===== config.mk =====
export PLATFORM = sky130hd
export DESIGN_NAME = swap_sequencer
export DESIGN_NICKNAME = d
export VERILOG_FILES = /design/src/rtl/swap_sequencer.sv
export SDC_FILE = /design/constraint.sdc
export NUM_CORES = 1
export LEC_CHECK = 0
export ABC_AREA = 1
export CAP_MARGIN = 15
export CORE_AREA = 8 8 71 73
export DETAILED_ROUTE_END_ITERATION = 12
export DIE_AREA = 0 0 79 81
export PLACE_DENSITY = 0.85
export SYNTH_ARGS = -nofsm -noshare
export SYNTH_HDL_FRONTEND = slang
export SYNTH_SLANG_ARGS = --single-unit

===== constraint.sdc =====
create_clock -name clk -period 2 [get_ports clk]
set_input_delay 0.4 -clock clk [delete_from_list [all_inputs] [get_ports clk]]
set_output_delay 0.4 -clock clk [all_outputs]
set_load 0.005 [all_outputs]

===== src/rtl/swap_sequencer.sv =====
// -----------------------------------------------------------------------------
// swap_sequencer
//
// This block exchanges a pair of registers under control. It loads a pair of
// WIDTH-bit values. It then exchanges the two registers once per clock, for a
// programmed number of cycles. It reports how many exchanges ran, and whether
// the final pair is reversed relative to the loaded pair.
//
// Ports
//   clk       in   rising-edge clock
//   reset     in   asynchronous, active-low reset
//   load      in   capture a_in/b_in into a/b (IDLE only)
//   a_in      in   [WIDTH-1:0] value loaded into a
//   b_in      in   [WIDTH-1:0] value loaded into b
//   start     in   begin a run (IDLE only)
//   count     in   [CNT_W-1:0] number of swaps, sampled with start
//   a         out  [WIDTH-1:0] register A
//   b         out  [WIDTH-1:0] register B
//   busy      out  high while the run is executing (RUN state)
//   done      out  one-cycle pulse when a run completes (DONE state)
//   swaps     out  [CNT_W-1:0] swaps performed in the current/last run
//   swapped   out  1 when a/b hold the reverse of the loaded pair
//   dbg_state out  [1:0] current FSM state (0=IDLE, 1=RUN, 2=DONE)
//
// Handshake: the block accepts start/load on a rising edge only while it is
// IDLE (busy=0, done=0). After it accepts start, busy stays high for exactly
// 'count' cycles. done then pulses for one cycle, and the block returns to
// IDLE. The block drops start/load in RUN and DONE. It does not queue them.
// busy and done are decodes of the state register, so both are never high at
// the same time.
// -----------------------------------------------------------------------------
module swap_sequencer #(
  parameter int WIDTH = 8,
  parameter int CNT_W = 8
) (
  input  logic             clk,
  input  logic             reset,
  input  logic             load,
  input  logic [WIDTH-1:0] a_in,
  input  logic [WIDTH-1:0] b_in,
  input  logic             start,
  input  logic [CNT_W-1:0] count,
  output logic [WIDTH-1:0] a,
  output logic [WIDTH-1:0] b,
  output logic             busy,
  output logic             done,
  output logic [CNT_W-1:0] swaps,
  output logic             swapped,
  output logic [1:0]       dbg_state
);

  typedef enum logic [1:0] {
    IDLE = 2'd0,
    RUN  = 2'd1,
    DONE = 2'd2
  } state_t;

  localparam logic [CNT_W-1:0] CNT_ZERO = '0;
  localparam logic [CNT_W-1:0] CNT_ONE  = {{(CNT_W-1){1'b0}}, 1'b1};

  state_t           state_q, state_d;
  logic [WIDTH-1:0] a_q, a_d;
  logic [WIDTH-1:0] b_q, b_d;
  logic [CNT_W-1:0] swaps_q, swaps_d;
  logic             swapped_q, swapped_d;
  logic [CNT_W-1:0] remaining_q, remaining_d;

  // ---------------------------------------------------------------------------
  // Next-state and datapath
  // ---------------------------------------------------------------------------
  always_comb begin
    state_d     = state_q;
    a_d         = a_q;
    b_d         = b_q;
    swaps_d     = swaps_q;
    swapped_d   = swapped_q;
    remaining_d = remaining_q;

    unique case (state_q)
      IDLE: begin
        // When load and start arrive in the same cycle, the block accepts
        // both. The freshly loaded pair is the starting pair, and the first
        // exchange happens on the following edge.
        if (load) begin
          a_d       = a_in;
          b_d       = b_in;
          swapped_d = 1'b0;
        end
        if (start) begin
          swaps_d     = CNT_ZERO;
          remaining_d = count;
          state_d     = (count != CNT_ZERO) ? RUN : DONE;
        end
      end

      RUN: begin
        // Both registers update on the same edge from each other's current
        // value. This is the nonblocking exchange, so no temporary is needed.
        a_d         = b_q;
        b_d         = a_q;
        swapped_d   = ~swapped_q;
        swaps_d     = swaps_q + CNT_ONE;
        remaining_d = remaining_q - CNT_ONE;
        if (remaining_q == CNT_ONE) begin
          state_d = DONE;
        end
      end

      DONE: begin
        state_d = IDLE;
      end

      default: begin
        state_d = IDLE;
      end
    endcase
  end

  // ---------------------------------------------------------------------------
  // State register
  // ---------------------------------------------------------------------------
  always_ff @(posedge clk or negedge reset) begin
    if (!reset) begin
      state_q     <= IDLE;
      a_q         <= '0;
      b_q         <= '0;
      swaps_q     <= '0;
      swapped_q   <= 1'b0;
      remaining_q <= '0;
    end else begin
      state_q     <= state_d;
      a_q         <= a_d;
      b_q         <= b_d;
      swaps_q     <= swaps_d;
      swapped_q   <= swapped_d;
      remaining_q <= remaining_d;
    end
  end

  // ---------------------------------------------------------------------------
  // Outputs
  // ---------------------------------------------------------------------------
  assign a         = a_q;
  assign b         = b_q;
  assign swaps     = swaps_q;
  assign swapped   = swapped_q;
  assign busy      = (state_q == RUN);
  assign done      = (state_q == DONE);
  assign dbg_state = state_q;

endmodule


==> metrics.cfg <==
[synth]
ys_warn_count = 0
yosysSeqAreaShare = 0.452
synth_enable_flop_cells = 0
async_reset_ff_frac = 1.00
synth-seq-cells = 35
synth_ff_type = dfrtp_1
syn_inst = 248
synth_cell_type_count = 28
avgSynthCellArea_um2 = 7.81
synthesis.nets = 279
synth_area_mm2 = 0.00194

[grt]
grt_max_degree = 36
grt_pass1_wl_mm = 9.22
grt_pass1_vias = 2034
antenna_found_initial = 0
grt-ovfl-total = 0
grt_use_total = 0.176

[sta]
min_period_ns = 1.85
hold_violations = 0
fmax_mhz = 539
rsz0062_at_grt = no
whs_ns = 0.473
slew_viol_final = 0
fin_crit_sh = 0.927
worst_slack_ns = 0.146
setup_viol = 0
fin_setup_tns_ns = 0
worst_pin_slew_ns = 0.455
relSlewSlack = 0.697
clock_skew_ns = 0.00684

[layout]
drive_gt1_frac = 0.0749
multi_input_area_um2 = 892
seqCellArea_um2 = 876
area_delta_synth_final_pct = 34.2
nFillCells = 347
final_common_cell = clkdlybuf4s50_1
layout_common_cells = clkdlybuf4s50_1, nor2_1, nand2_1, dfrtp_1, nand3_1
finish.instance_area_mm2 = 0.00260
final_cells = 357
layout.nets = 337
n_antenna_cell = 0

[worst_setup_path]
cp.arrival_ns = 1.45
startpoint_type = register
cp_cell_sequence = buf_4 -> clkdlybuf4s50_1
worstPathRequired_ns = 1.60
cp_slowest_stage_delay_ns = 0.51
crit_fanout = 6
path_class = register to output port
worst_setup_path_end_kind = output port
crit_slowest_cell = clkdlybuf4s50_1
path_buf_inv = 2
crit_family = buffers and inverters

[power]
leakage_nw = 1.15
ir_drop_mv = 0.863
powerDensity_mw_per_mm2 = 1570

[run]
cap_violations = 0

[cts]
clock_latency_ns = 0.29
clock_sinks = 35
clkTransAtPathRegs_ns = 0.08
cts_made_buffers = 5
cts-root-buf = clkbuf_8
cts_tree = yes
post_cts_resized = 0
cts_max_level = 2
cts_max_path_buffers = 2
hold_buffers = 0
postCtsSetupBuffers = 0

[run_status]
status = finished clean

[drt]
drt_wl_total_mm = 5.34
post_drt_wl_per_cell_um = 14.9
highest_layer = met4
dr_wl_met2_mm = 2.49
drc_errors = 0
drt_iter0_drc = 123
wl_met3_um = 485
routed_via_density = 5.42
dr.pass1.iters = 4
routedLengthMet1_mm = 2.25
vias = 1936
drtAntennaViolNets = 0

[placed_design]
port_buffers = 56
place_congestion = 0.884
dp_cells = 349
dp_hpwl_mm = 3.81
dpl_worst_slack_ns = 0.405
placed_area_mm2 = 0.00252

[floorplan]
ios = 57
dieArea_mm2 = 0.00640
initial_core_util = 0.495
rows = 23
dieHeight_um = 81
die_w_um = 79
fp.coreArea_mm2 = 0.00391

[hold_path]
hold_path_class = register to register

registers in the layout, indices dropped and copies added, names as in the netlist:
name,cells
a,8
b,8
swapped,1
remaining_q,8
swaps,8
dbg_state,2
power by group:
part | switching [mW] | total (mW) | internal [mW]
combinational | 1.21 | 2.22 | 1.01
sequential | 0.315 | 1.37 | 1.05
clock | 0.256 | 0.501 | 0.245
path summary, 6_finish.rpt:
kind	startpoint	end	slack [ns]	cells after the start
setup reg to reg	dbg_state[0]	remaining_q[4]	0.48	7
min in group asynchronous	reset	swaps[7]	0.53	2
hold / removal	swapped	swapped	0.47	1
max in group asynchronous	reset	a[5]	1.15	2
hold reg to reg	swapped	swapped	0.47	1
setup / recovery	dbg_state[0]	dbg_state[0]	0.15	2
synth_stat cells (3+ instances only):
| master | number | area share |
|---|---|---|
| buf_2 | 4 | 0.010 |
| o21ai_0 | 25 | 0.065 |
| inv_1 | 20 | 0.039 |
| nand2_1 | 35 | 0.068 |
| nand2_4 | 3 | 0.017 |
| nand3_1 | 30 | 0.078 |
| nor2_1 | 38 | 0.074 |
| buf_6 | 4 | 0.023 |
| dfrtp_1 | 35 | 0.45 |
| nand4_1 | 4 | 0.013 |
| a21oi_1 | 3 | 0.0077 |
| ha_1 | 3 | 0.019 |
| o21ai_1 | 23 | 0.059 |
cells by family after synthesis:
| kind of cell | Yosys count | share of synthesized area |
|---|---|---|
| xor gates and xnor gates | 3 | 0.0136 |
| and+or+nand+nor | 117 | 0.273 |
| AOI/OAI and AO/OA | 57 | 0.154 |
| buffers and inverters | 33 | 0.0872 |
| adders and majority gates | 3 | 0.0194 |
| DFF | 35 | 0.452 |
metal layers:
layer	track usage	up-vias
li1	-	939
met1	0.212	896
met2	0.275	86
met3	0.0673	15
met4	0.0815	0
met5	0	-
final cells by class:
type                            count  area share
Clock inverter                      1     0.00193
Tap cell                           50      0.0241
Multi-Input combinational cell    180       0.343
Clock buffer                        7      0.0294
Inverter                           23      0.0342
Timing Repair Buffer               61       0.230
Sequential cell                    35       0.337
metrics by stage:
stage / utilization / total power, mW
final: 0.664 / 4.09
after global routing: 0.664 / 4.45
after CTS: 0.664 / 4.12
after detailed placement: 0.643 / 3.59
after global placement: 0.643 / 3.51
after floorplan: - / 2.70
(Power assumes the default switching activity.)
